### config.mk
export PLATFORM = sky130hd
export DESIGN_NAME = uart_frame_parser
export DESIGN_NICKNAME = d
export VERILOG_FILES = /design/src/rtl/uart_frame_pkg.sv /design/src/rtl/uart_frame_buf.sv /design/src/rtl/uart_frame_parser.sv
export SDC_FILE = /design/constraint.sdc
export NUM_CORES = 1
export LEC_CHECK = 0
export CAP_MARGIN = 20
export CORE_MARGIN = 3
export CORE_UTILIZATION = 48
export CTS_BUF_LIST = sky130_fd_sc_hd__clkbuf_16
export CTS_CLUSTER_DIAMETER = 60
export DETAILED_ROUTE_END_ITERATION = 10
export DONT_BUFFER_PORTS = 1
export PLACE_DENSITY = 0.67
export SLEW_MARGIN = 20
export SYNTH_ARGS = -nofsm -noshare
export SYNTH_HDL_FRONTEND = slang
export SYNTH_SLANG_ARGS = --single-unit
### constraint.sdc
create_clock -name clk -period 3.4 [get_ports clk]
set_clock_uncertainty 0.2 [all_clocks]
set_input_delay 0.85 -clock clk [delete_from_list [all_inputs] [get_ports clk]]
set_output_delay 0.85 -clock clk [all_outputs]
set_load 0.02 [all_outputs]
### src/rtl/uart_frame_pkg.sv
`default_nettype none
// ============================================================================
// Module      : uart_frame_pkg
// Description : Shared types and constants for the UART frame parser: FSM
//               state encoding, error codes, byte width and default sync.
// Revision    : 1.0 - initial release
// ============================================================================
package uart_frame_pkg;

  // Width of every byte on the UART side and of the payload stream
  localparam int c_byte_w = 8;

  // Default frame start marker
  localparam logic [c_byte_w-1:0] c_sync_byte_default = 8'hA5;

  // Error causes reported on err_code alongside a frame_err pulse
  localparam logic [1:0] c_err_none     = 2'd0;
  localparam logic [1:0] c_err_bad_len  = 2'd1;
  localparam logic [1:0] c_err_bad_csum = 2'd2;
  localparam logic [1:0] c_err_ovr_to   = 2'd3;

  // Parser states, explicitly encoded
  typedef enum logic [2:0] {
    ST_HUNT    = 3'd0,
    ST_LEN     = 3'd1,
    ST_PAYLOAD = 3'd2,
    ST_CSUM    = 3'd3,
    ST_EMIT    = 3'd4
  } state_t;

endpackage
`default_nettype wire

### src/rtl/uart_frame_buf.sv
`default_nettype none
// ============================================================================
// Module      : uart_frame_buf
// Description : Payload buffer, DEPTH x 8 register file with one synchronous
//               write port and one combinational read port. Contents are not
//               reset; the parser only exposes them while emitting a frame.
// Revision    : 1.0 - initial release
// ============================================================================
module uart_frame_buf
  import uart_frame_pkg::*;
#(
  parameter int DEPTH  = 16,
  parameter int ADDR_W = 5
) (
  input  logic                clk,
  input  logic                i_wr_en,
  input  logic [ADDR_W-1:0]   i_wr_addr,
  input  logic [c_byte_w-1:0] i_wr_data,
  input  logic [ADDR_W-1:0]   i_rd_addr,
  output logic [c_byte_w-1:0] o_rd_data
);

  logic [c_byte_w-1:0] r_mem [DEPTH];

  // Store the incoming payload byte into the addressed entry
  always_ff @(posedge clk) begin
    if (i_wr_en) begin
      for (int i = 0; i < DEPTH; i++) begin
        if (i_wr_addr == ADDR_W'(i)) begin
          r_mem[i] <= i_wr_data;
        end
      end
    end
  end

  // Read mux; out-of-range addresses return zero instead of X
  always_comb begin
    o_rd_data = '0;
    for (int i = 0; i < DEPTH; i++) begin
      if (i_rd_addr == ADDR_W'(i)) begin
        o_rd_data = r_mem[i];
      end
    end
  end

endmodule
`default_nettype wire

### src/rtl/uart_frame_parser.sv
`default_nettype none
// ============================================================================
// Module      : uart_frame_parser
// Description : Finds SYNC/LEN/payload/CSUM frames in the UART byte strobe,
//               checks length and 8-bit wrapping checksum, buffers the payload
//               and releases good payloads as a ready/valid byte stream.
//               Optional inter-byte timeout: define UART_FRAME_TIMEOUT_EN.
// Revision    : 1.0 - initial release
// ============================================================================
module uart_frame_parser
  import uart_frame_pkg::*;
#(
  parameter int                  MAX_LEN      = 16,
  parameter logic [c_byte_w-1:0] SYNC_BYTE    = c_sync_byte_default,
  parameter int                  TIMEOUT_CLKS = 20000
) (
  input  logic                clk,
  input  logic                rst_n,
  input  logic                in_valid,
  input  logic [c_byte_w-1:0] in_data,
  output logic                out_valid,
  input  logic                out_ready,
  output logic [c_byte_w-1:0] out_data,
  output logic                out_last,
  output logic                frame_ok,
  output logic                frame_err,
  output logic [1:0]          err_code,
  output logic                busy
);

  localparam int                 c_ptr_w   = $clog2(MAX_LEN + 1);
  localparam logic [c_ptr_w-1:0] c_ptr_one = c_ptr_w'(1);

  // Reject configurations the length field or idle counter cannot represent
  if ((MAX_LEN < 1) || (MAX_LEN > 255) || (TIMEOUT_CLKS < 2)) begin : g_bad_cfg
    $error("uart_frame_parser: MAX_LEN must be 1..255 and TIMEOUT_CLKS >= 2");
  end

  state_t              r_state;
  state_t              w_state_nxt;
  logic [c_ptr_w-1:0]  r_len, w_len_nxt;
  logic [c_ptr_w-1:0]  r_wr_ptr, w_wr_ptr_nxt;
  logic [c_ptr_w-1:0]  r_rd_ptr, w_rd_ptr_nxt;
  logic [c_byte_w-1:0] r_acc, w_acc_nxt;
  logic                r_frame_ok, w_frame_ok_nxt;
  logic                r_frame_err, w_frame_err_nxt;
  logic [1:0]          r_err_code, w_err_code_nxt;
  logic                w_buf_we;
  logic [c_byte_w-1:0] w_buf_rd_data;
  logic [c_byte_w-1:0] w_acc_sum;
  logic                w_len_bad;
  logic                w_wr_done;
  logic                w_rd_last;
  logic                w_timeout;

  // Running checksum including the byte currently on the input
  assign w_acc_sum = r_acc + in_data;
  // Zero length or longer than the buffer is rejected
  assign w_len_bad = (in_data == '0) || (in_data > 8'(MAX_LEN));
  // Current payload byte is the LEN-th one
  assign w_wr_done = ((r_wr_ptr + c_ptr_one) == r_len);
  // Read pointer sits on the final payload byte
  assign w_rd_last = (r_rd_ptr == (r_len - c_ptr_one));

`ifdef UART_FRAME_TIMEOUT_EN
  localparam int                  c_idle_w     = $clog2(TIMEOUT_CLKS);
  localparam logic [c_idle_w-1:0] c_idle_limit = c_idle_w'(TIMEOUT_CLKS - 1);
  localparam logic [c_idle_w-1:0] c_idle_one   = c_idle_w'(1);

  logic [c_idle_w-1:0] r_idle;
  logic                w_in_frame;

  // Only the receive states between sync and checksum are guarded
  assign w_in_frame = (r_state == ST_LEN) || (r_state == ST_PAYLOAD) ||
                      (r_state == ST_CSUM);

  // Saturating idle counter, cleared by every byte and outside a frame
  always_ff @(posedge clk or negedge rst_n) begin
    if (!rst_n) begin
      r_idle <= '0;
    end else if (!w_in_frame || in_valid) begin
      r_idle <= '0;
    end else if (r_idle != '1) begin
      r_idle <= r_idle + c_idle_one;
    end
  end

  // Expiry needs a quiet cycle, so a byte arriving at the limit wins
  assign w_timeout = w_in_frame && !in_valid && (r_idle == c_idle_limit);
`else
  // Without the timeout a truncated frame waits for more bytes or reset
  assign w_timeout = 1'b0;
`endif

  // Next-state, datapath updates and status pulses
  always_comb begin
    w_state_nxt     = r_state;
    w_len_nxt       = r_len;
    w_acc_nxt       = r_acc;
    w_wr_ptr_nxt    = r_wr_ptr;
    w_rd_ptr_nxt    = r_rd_ptr;
    w_frame_ok_nxt  = 1'b0;
    w_frame_err_nxt = 1'b0;
    w_err_code_nxt  = r_err_code;
    w_buf_we        = 1'b0;

    if (w_timeout) begin
      w_frame_err_nxt = 1'b1;
      w_err_code_nxt  = c_err_ovr_to;
      w_state_nxt     = ST_HUNT;
    end else begin
      case (r_state)
        ST_HUNT: begin
          if (in_valid && (in_data == SYNC_BYTE)) begin
            w_state_nxt = ST_LEN;
          end
        end

        ST_LEN: begin
          if (in_valid) begin
            if (w_len_bad) begin
              // The rejected length byte is consumed, never re-tested as sync
              w_frame_err_nxt = 1'b1;
              w_err_code_nxt  = c_err_bad_len;
              w_state_nxt     = ST_HUNT;
            end else begin
              w_len_nxt    = c_ptr_w'(in_data);
              w_acc_nxt    = in_data;
              w_wr_ptr_nxt = '0;
              w_state_nxt  = ST_PAYLOAD;
            end
          end
        end

        ST_PAYLOAD: begin
          if (in_valid) begin
            w_buf_we     = 1'b1;
            w_acc_nxt    = w_acc_sum;
            w_wr_ptr_nxt = r_wr_ptr + c_ptr_one;
            if (w_wr_done) begin
              w_state_nxt = ST_CSUM;
            end
          end
        end

        ST_CSUM: begin
          if (in_valid) begin
            if (w_acc_sum == '0) begin
              w_frame_ok_nxt = 1'b1;
              w_rd_ptr_nxt   = '0;
              w_state_nxt    = ST_EMIT;
            end else begin
              w_frame_err_nxt = 1'b1;
              w_err_code_nxt  = c_err_bad_csum;
              w_state_nxt     = ST_HUNT;
            end
          end
        end

        ST_EMIT: begin
          // The UART cannot be stalled: a byte here is lost but emission goes on
          if (in_valid) begin
            w_frame_err_nxt = 1'b1;
            w_err_code_nxt  = c_err_ovr_to;
          end
          if (out_ready) begin
            if (w_rd_last) begin
              w_state_nxt = ST_HUNT;
            end else begin
              w_rd_ptr_nxt = r_rd_ptr + c_ptr_one;
            end
          end
        end

        default: begin
          w_state_nxt = ST_HUNT;
        end
      endcase
    end
  end

  // State register
  always_ff @(posedge clk or negedge rst_n) begin
    if (!rst_n) begin
      r_state <= ST_HUNT;
    end else begin
      r_state <= w_state_nxt;
    end
  end

  // Length, pointers, checksum accumulator and status registers
  always_ff @(posedge clk or negedge rst_n) begin
    if (!rst_n) begin
      r_len       <= '0;
      r_wr_ptr    <= '0;
      r_rd_ptr    <= '0;
      r_acc       <= '0;
      r_frame_ok  <= 1'b0;
      r_frame_err <= 1'b0;
      r_err_code  <= c_err_none;
    end else begin
      r_len       <= w_len_nxt;
      r_wr_ptr    <= w_wr_ptr_nxt;
      r_rd_ptr    <= w_rd_ptr_nxt;
      r_acc       <= w_acc_nxt;
      r_frame_ok  <= w_frame_ok_nxt;
      r_frame_err <= w_frame_err_nxt;
      r_err_code  <= w_err_code_nxt;
    end
  end

  uart_frame_buf #(
    .DEPTH  (MAX_LEN),
    .ADDR_W (c_ptr_w)
  ) u_buf (
    .clk       (clk),
    .i_wr_en   (w_buf_we),
    .i_wr_addr (r_wr_ptr),
    .i_wr_data (in_data),
    .i_rd_addr (r_rd_ptr),
    .o_rd_data (w_buf_rd_data)
  );

  // Outputs decode straight from the state register so reset clears them at once
  assign out_valid = (r_state == ST_EMIT);
  assign out_data  = w_buf_rd_data;
  assign out_last  = out_valid && w_rd_last;
  assign frame_ok  = r_frame_ok;
  assign frame_err = r_frame_err;
  assign err_code  = r_err_code;
  assign busy      = (r_state != ST_HUNT);

endmodule
`default_nettype wire
-- After elaboration in Yosys (flattened, before gate mapping)
Memory sizes are Yosys's and may differ from the RTL's.
Cells that the tools add are included.
- register bits after elaboration: 30
- bits in latches: 0
- memory bits (writable): 128
- ROM bits: 0
- bits of input ports: 12
- output and inout port bits: 15
- word-level logic and storage cells: 245
- memories kept: 1
- add/subtract/negate cells: 4
- multiply operators: 0
- divide/modulo/power cells: 0
- magnitude comparators: 1
- equal/unequal tests: 50
- shift operators: 0
- multiplexer cells: 148
- bitwise logic cells: 1
- reductions and logical operators: 32
- memory list (name ; depth ; width ; rd ports ; clocked after memory_dff ; write ports ; line ; source):
    u_buf.r_mem ; 16 ; 8 ; 16 ; 0 ; 1 ; uart_frame_buf.sv:23 ; logic [c_byte_w-1:0] r_mem [DEPTH];
- operators by type and width (operator ; count):
    8-bit two-way mux ; 34
    8-bit OR reduction ; 15
    5-bit by 4-bit == test with 1-bit output, second input constant ; 16
    1-bit two-way mux ; 72
    4-bit two-way mux ; 15
    5-bit by 3-bit == test with 1-bit output, second input constant ; 8
    5-bit two-way mux ; 7
    3-bit two-way mux ; 8
    2-bit != test, second input constant ; 11
    5-bit by 2-bit == test with 1-bit output, second input constant ; 4
    5-bit case mux with 2 select lines ; 2
    8-bit zero test ; 2
    8-bit case mux with 2 select lines ; 1
    3-bit case mux with 5 select lines ; 1
    2-bit two-way mux ; 6
    5-bit by 1-bit adder with 5-bit output, second input constant ; 2
    5-bit by 1-bit == test with 1-bit output, second input constant ; 2
    5-bit == test ; 2
    5-bit zero test ; 2
    8-bit adder ; 1
    8-bit == test, second input constant ; 1
    8-bit by 5-bit greater-than comparator with 1-bit output, second input constant ; 1
    7-bit AND reduction ; 1
    3-bit by 2-bit == test with 1-bit output, second input constant ; 2
    16 further kinds ; 20

-- Depth between registers and ports, before layout
Gate-level depths: netlist of the first run.
- word-level depth: 20
- depth in mapped cells: 11

-- Cells and area by module
Synthesis of the first run repeated with hierarchy kept, for this count alone.
- cell total of the unflattened synthesis: 594
- area total of the unflattened synthesis: 7474.7 um2
- by module, submodules not included (module ; instances ; cells each ; area an instance (um2) ; seq. area each (um2)):
    uart_frame_buf ; 1 ; 374 ; 5434.0 ; 3843.7
    uart_frame_parser ; 1 ; 220 ; 2040.7 ; 750.7

-- Least setup slack after synthesis of the first run
No wires, ideal clock.
- kind: reg2out
- from: register r_rd_ptr[0]
- to: output port out_data[1]
- data arrival time: 2677 ps
- slack: -327 ps
- stages on the path, launching flop included: 11
- buffers on the path: 3
- cells stage by stage: dfrtp_1 -> ha_1 -> clkbuf_1 -> buf_1 -> nand2_1 -> nor2_1 -> ha_1 -> clkbuf_1 -> nor2_1 -> nand2_1 -> o41ai_1
- cells in the longest elaborated chain, start to end: 17
- elaborated cells on any way between the ends: 32
- those cells by class: 15 x eq/ne; 16 x mux; 1 x reduce/logical
- ends and longest elaborated chain (what ; line ; source):
    from (decl) ; uart_frame_parser.sv:43 ; logic [c_ptr_w-1:0] r_rd_ptr, w_rd_ptr_nxt;
    from (signal assigned) ; uart_frame_parser.sv:204 ; r_rd_ptr <= w_rd_ptr_nxt;
    5-bit zero test ; uart_frame_buf.sv:40 ; if (i_rd_addr == ADDR_W'(i)) begin
    8-bit two-way mux (15 in a row) ; uart_frame_buf.sv:40 ;
    8-bit two-way mux (*) ; uart_frame_buf.sv:40 ;
    to (decl) ; uart_frame_parser.sv:23 ; output logic [c_byte_w-1:0] out_data,
Mark *: on every way between the ends. The rest lies on a longest branch, timed or not.

-- Worst setup path after layout of the first run
- from: register r_rd_ptr[0]
- to: output port out_data[3]
Same word-level chain as after synthesis.

==> run summary, run 1 <==
Post-Layout Inst Area: 9480 um2
met1 global-route usage: 29.2%
area of the core: 15500 um2
Comb power frac: 11.2%
warnings from Yosys: 0
vias in the first global route: 5595
CP Capture Type: primary output
Fin Setup TNS: -0.494 ns
run status: finished with violations
fin crit period: 3.54 ns
Top delay family on crit path: compound AO/OA/AOI/OAI gates
Unique masters post-synth: 72
maximum fanout along the worst path: 8
internal power: 3480 uW
critical path arrival: 2.49 ns
Clock Power Share: 41.2%
slowest cell on the critical path: o41ai_4
CP required: 2.35 ns
Iter 0 DRT Violations: 383
Switching Fraction: 26.0%
Total Nets Final: 740
Buf/Inv on CP: 2
ANT nets after route: 0
CTS Buffer Depth: 2
maxcap violations: 0
met3 Usage GRT: 4.41%
final slew viol count: 0
most frequent cells in the layout: edfxtp_1 (128), nand2_1 (52), buf_4 (47)
most common cell after layout, fill and taps aside: edfxtp_1
IR drop worst, VDD: 0.376 mV
die area: 17700 um2
routed vias/inst: 6.07
Pwr Density: 496 nW/um2
critical path, cell by cell: inv_4 -> ha_4 -> buf_12 -> nand3b_1 -> a21oi_2 -> a21oi_2 -> o221ai_2 -> a221oi_2 -> o41ai_4
Avg Synthesized Cell Area: 11.7 um2
post-DP HPWL: 12900 um
CTS tree: yes
Worst R2R Path Depth: 9
worst hold slack: 0.0432 ns
violated checks: negative setup slack
LEAKAGE: 0.00340 uW
worst-margin pin slew: 0.750 ns
vias: 5666
P_sw: 1220 uW
Initial Utilization: 50.0%
Max-slew headroom: 49.8%
initial antenna violation count: 0
critical path depth in cells: 9
Post-Syn Nets: 695
worst setup path class: flop to primary output
ys async rst share: 19.0%
TritonRoute pass-1 iters: 5
die height: 133 um
#FFs+latches synth: 158
RSZ-0062 raised after global routing: yes
drt drc: 0
setup violators final: 7
layout cells sized above 1: 27.4%
Hold Fails Final Rpt: 0
Area Overhead vs Synth: 22.5%
Synth Flop Type: edfxtp_1
Mapped Cells: 664
Final WS setup: -0.140 ns
sequential share of power: 47.6%
# diodes: 0
DR WL/cell: 21.1 um
Util after Layout: 61.2%
Global Route Usage Sum: 22.2%
clk slew on worst S/H paths: 0.06 ns
I/O Pins: 27
H-tree Lvls: 4
Synth Cell Area: 7740 um2
CP Launch Type: flop
crit-path max cell delay: 0.52 ns
most frequent CP cell: a21oi_2
met2 Use GR: 37.4%
final wirelength: 19700 um
pin count of the biggest net entering global routing: 31
global route overflow: 0
number of port buffers: 0
worst skew pair latency: 0.43 ns
Final Wtd Congestion: 0.842
period utilisation layout: 104%
first-pass GRT wire length: 30300 um
Root Driver: clkbuf_16
cts bufs inserted: 17
register area share after synthesis: 59.4%
# rows: 45
placed cell area: 8250 um2
CTS sink count: 158
highest clock rate: 0.282 GHz
busiest grt layer: met2
EDFF count, synth: 128
worst hold path class: primary input to asynchronous set/reset pin
Die Wd: 133 um
kinds of logic (layout without fill, tap and decap cells):
| family | count (synthesis) | after routing | share of synthesized area, % |
|---|---|---|---|
| adder cells (fa/ha/maj) | 19 | 19 | 3.17 |
| flip-flops | 158 | 158 | 59.4 |
| XOR/XNOR | 19 | 19 | 2.15 |
| AND/OR/NAND/NOR | 211 | 211 | 14.9 |
| AO/OA/AOI/OAI | 186 | 186 | 15.8 |
| buffers and inverters | 64 | 122 | 3.53 |
| multiplexers | 7 | 7 | 1.07 |
worst reg2reg max path, stage by stage, from the launching register on:
cell      delay, ns
dfrtp_1        0.36
ha_1           0.17
inv_1          0.06
fa_1           0.39
nand2b_1       0.20
a21oi_1        0.17
xnor2_1        0.10
or3_1          0.47
nor4_4         0.43
o21ai_0        0.15
per-layer routing:
| metal | share of wire [%] | up-vias |
|---|---|---|
| met5 | 0 | - |
| li1 | - | 2602 |
| met2 | 50 | 177 |
| met4 | 1.9 | 0 |
| met3 | 4.9 | 29 |
| met1 | 43 | 2858 |
metrics by stage:
stage | std cells | power (uW) | setup WS (ns)
global route | 933 | 4880 | -0.181
finish | 933 | 4700 | -0.140
CTS | 927 | 4730 | -0.108
detailed placement | 885 | 2790 | 0.0118
floorplan | 664 | 2680 | -0.0514
global placement | 885 | 2760 | 0.0992
sequential cells by signal, indices dropped and copies added (netlist names):
signal	count
r_state	3
frame_err	1
r_wr_ptr	5
frame_ok	1
r_len	5
err_code	2
r_acc	8
r_rd_ptr	5
u_buf.r_mem	128
synthesized netlist by cell type (4+ instances only):
cell type | number | share of area (%)
edfxtp_1 | 128 | 50
a21oi_1 | 66 | 4.3
nand2_1 | 53 | 2.6
nor2_1 | 38 | 1.8
dfrtp_1 | 30 | 9.7
inv_1 | 29 | 1.4
o21ai_0 | 29 | 1.9
clkbuf_1 | 22 | 1.1
ha_1 | 18 | 2.9
nand3_1 | 18 | 1.2
nor3_1 | 13 | 0.84
and2_1 | 12 | 0.97
nor2b_1 | 12 | 0.97
xor2_1 | 10 | 1.1
nand3b_1 | 9 | 0.87
or3_1 | 9 | 0.73
xnor2_1 | 9 | 1.0
nor3b_1 | 8 | 0.78
o221ai_1 | 8 | 0.91
and3_1 | 7 | 0.57
o211ai_1 | 7 | 0.68
o22ai_1 | 7 | 0.57
a21o_1 | 6 | 0.58
a22oi_1 | 6 | 0.58
a221oi_1 | 5 | 0.57
buf_2 | 5 | 0.32
nand2b_1 | 5 | 0.40
nor4_1 | 5 | 0.40
o2111ai_1 | 5 | 0.57
o311ai_0 | 5 | 0.57
a32oi_1 | 4 | 0.45
o21ai_2 | 4 | 0.45
o31ai_1 | 4 | 0.39
timing repair:
| item | in CTS | in global routing |
|---|---|---|
| resized for setup | 49 | 62 |
| buffers inserted | 9 | 5 |
| setup endpoints to repair | 8 | 9 |
| hold buffers | 1 | 0 |
| endpoints found under the hold margin | 30 | 0 |
| pin swaps | 17 | 27 |
| gates cloned | 0 | 1 |
power groups by stage:
| stage | clock network, uW | registers, uW | logic, uW |
|---|---|---|---|
| after detailed placement | 0 | 2280 | 509 |
| after CTS | 1970 | 2240 | 525 |
| after global routing | 2040 | 2250 | 594 |
| after global placement | 0 | 2270 | 485 |
| final | 1940 | 2240 | 528 |
| after floorplan | 0 | 2250 | 433 |
final cells by class:
| type | count | area (um2) |
|---|---|---|
| multi-input combinational | 442 | 3340 |
| timing repair buffer | 61 | 559 |
| fill | 1188 | 6000 |
| sequential | 158 | 4600 |
| tap | 211 | 264 |
| clock buffer | 17 | 425 |
| clock inverter | 15 | 174 |
| inverter | 29 | 114 |
final timing paths:
kind                                         start                      end  slack (ns)
min in group clk              r_acc[3]$_DFFE_PN0P_     r_acc[3]$_DFFE_PN0P_        0.28
max reg2reg                   r_acc[0]$_DFFE_PN0P_  r_rd_ptr[0]$_DFFE_PN0P_        0.56
min reg2reg                   r_acc[3]$_DFFE_PN0P_     r_acc[3]$_DFFE_PN0P_        0.28
max                        r_rd_ptr[0]$_DFFE_PN0P_              out_data[3]       -0.14
min                                          rst_n      frame_err$_DFF_PN0_        0.04
max in group asynchronous                    rst_n  r_rd_ptr[0]$_DFFE_PN0P_        2.77
(Power assumes the default switching activity.)
==> inputs of run 2 (changes only) <==
CAP_MARGIN = 10   (was 20)
==> results of run 2 <==
Same layout as run 1: the final DEF is identical, and so are final timing and power.
==> inputs of run 3 (changes only) <==
CORE_UTILIZATION = 50   (was 48)
PLACE_DENSITY = 0.69   (was 0.67)
clock period = 3.8 ns   (was 3.4 ns; I/O delays follow)
==> run 3 against run 2 <==
The run now ends clean; via count decreased by 2.8%; die area shrank 3.8%; critical path depth rose by 1; sequential power shrank 11%; first-iteration DRC count up 27%; utilization decreased by 1.3 points; critical endpoint unchanged; largest cell class unchanged.
==> run summary, run 3 (synthesis gave the netlist of run 1 again) <==
number of port buffers: 0 (unchanged)
Top delay family on crit path: compound AO/OA/AOI/OAI gates
Fin Setup TNS: 0 ns (+0.494 ns)
run status: completed
CTS Buffer Depth: 2 (unchanged)
CTS sink count: 158 (unchanged)
internal power: 3070 uW (-12%)
pin count of the biggest net entering global routing: 31 (unchanged)
Total Nets Final: 720 (-2.7%)
Max-slew headroom: 35.9% (-14 points)
Buf/Inv on CP: 3 (+1)
cts bufs inserted: 17 (unchanged)
period utilisation layout: 97.3%
highest clock rate: 0.271 GHz
Comb power frac: 11.4% (+0.2 points)
Tot Pwr: 4070 uW (-13%)
Final Wtd Congestion: 0.855 (+1.6%)
first-pass GRT wire length: 30000 um (-0.87%)
biggest regs: u_buf.r_mem (128), r_acc (8)
sequential share of power: 49.1% (+1.5 points)
# rows: 44 (-2.2%)
crit-path max cell delay: 0.47 ns (-0.05 ns)
maxcap violations: 0 (unchanged)
RSZ-0062 raised after global routing: yes
TritonRoute pass-1 iters: 5 (unchanged)
drt drc: 0 (unchanged)
post-DP HPWL: 12800 um (-1.1%)
Root Driver: clkbuf_16
largest register by flop count: u_buf.r_mem
fin crit period: 3.70 ns
worst setup path class: flop to primary output
max reg flops: 128 (unchanged)
final wirelength: 19000 um (-3.1%)
CP required: 2.65 ns (+0.30 ns)
final slew viol count: 0 (unchanged)
most frequent cells in the layout: edfxtp_1 (128), a21oi_1 (62), nand2_1 (51)
die area: 17000 um2 (-3.8%)
CP Launch Type: flop
Pwr Density: 459 nW/um2 (-7.5%)
Hold Fails Final Rpt: 0 (unchanged)
routed vias/inst: 6.22 (+2.4%)
H-tree Lvls: 4 (unchanged)
global route overflow: 0 (unchanged)
Clock Power Share: 39.5% (-1.7 points)
vias: 5510 (-2.8%)
slowest cell on the critical path: dfrtp_2
Iter 0 DRT Violations: 488 (+27%)
critical path arrival: 2.55 ns (+0.06 ns)
clk slew on worst S/H paths: 0.06 ns (about the same)
Die Wd: 130 um (-1.9%)
LEAKAGE: 0.00321 uW (-5.6%)
area of the core: 14800 um2 (-4.4%)
# diodes: 0 (unchanged)
worst hold path class: primary input to asynchronous set/reset pin
worst skew pair latency: 0.43 ns (about the same)
most common cell after layout, fill and taps aside: edfxtp_1
maximum fanout along the worst path: 10 (+2)
Global Route Usage Sum: 23.7% (+1.5 points)
IR drop worst, VDD: 0.326 mV (-13%)
most frequent CP cell: buf_4
CTS tree: yes
worst-margin pin slew: 0.957 ns (+0.208 ns)
layout cells sized above 1: 17.7% (-9.8 points)
ANT nets after route: 0 (unchanged)
P_sw: 1000 uW (-18%)
vias in the first global route: 5466 (-2.3%)
CP Capture Type: primary output
Area Overhead vs Synth: 14.7%
Switching Fraction: 24.6% (-1.4 points)
die height: 130 um (-1.9%)
DR WL/cell: 21.5 um (+2.0%)
Initial Utilization: 52.2% (+2.3 points)
I/O Pins: 27 (unchanged)
initial antenna violation count: 0 (unchanged)
critical path, cell by cell: inv_2 -> ha_4 -> nand4bb_1 -> buf_4 -> nor2_1 -> a21oi_1 -> o22a_1 -> o22ai_1 -> o41ai_2 -> buf_4
setup violators final: 0 (-7)
==> run 3: final timing paths <==
kind / startpoint / endpoint / slack (ns) / depth (start not counted)
worst max-delay path: r_rd_ptr[0]$_DFFE_PN0P_ / out_data[3] / 0.10 / 10
worst min-delay path: rst_n / frame_err$_DFF_PN0_ / 0.14 / 1
worst max register to register: r_acc[0]$_DFFE_PN0P_ / r_rd_ptr[0]$_DFFE_PN0P_ / 0.86 / 9
worst min register to register: r_acc[0]$_DFFE_PN0P_ / r_acc[0]$_DFFE_PN0P_ / 0.28 / 2
max in group asynchronous: rst_n / r_rd_ptr[4]$_DFFE_PN0P_ / 3.07 / 1
min in group clk: r_acc[0]$_DFFE_PN0P_ / r_acc[0]$_DFFE_PN0P_ / 0.28 / 2
==> run 3: per-layer routing <==
| metal | up-vias | GRT usage (%) | wire length, um |
|---|---|---|---|
| met1 | 2729 | 31.0 | 8220 |
| met4 | 0 | 7.44 | 346 |
| li1 | 2561 | - | - |
| met3 | 28 | 5.93 | 1120 |
| met5 | - | 0 | 0 |
| met2 | 192 | 39.2 | 9360 |
==> run 3: cell type report <==
cell class / count / area [um2]
Tap cell: 184 / 230
Clock inverter: 15 / 135
Multi-Input combinational cell: 442 / 3060
Inverter: 29 / 109
Timing Repair Buffer: 41 / 320
Clock buffer: 17 / 425
Fill cell: 1192 / 5930
Sequential cell: 158 / 4600
==> run 3: worst reg2reg max path: cells and delay by family, from the launching register on <==
family,cells,cell delay [ns]
simple gates,3,1.17
fa+ha+maj,2,0.56
compound gates,2,0.35
flops,1,0.34
xor+xnor,1,0.11
buf+inv,1,0.06
==> run 3: timing repair <==
action,4_1_cts,5_1_grt
gates resized for setup,22,22
setup endpoints to repair,8,8
hold endpoints to repair,30,0
setup buffers,5,2
hold buffers,1,0
pin swaps,3,7
==> run 3: power groups by stage <==
stage	combinational [uW]	sequential [uW]	clock (uW)
after floorplan	387	2010	0
after global placement	432	2030	0
after detailed placement	454	2040	0
after CTS	465	2000	1620
after global routing	524	2010	1690
final	466	2000	1610
==> run 3: per-stage QoR <==
step	worst slack, ns	hold WS, ns	cell area (um2)	util (%)	std cells
after global placement	0.248	0.265	8050	54.4	846
final	0.103	0.140	8880	59.9	886
after floorplan	-0.0269	0.256	7740	-	664
after detailed placement	0.108	0.271	8050	54.4	846
after CTS	0.00407	0.130	8770	59.2	884
after global routing	-0.0307	0.129	8880	59.9	886
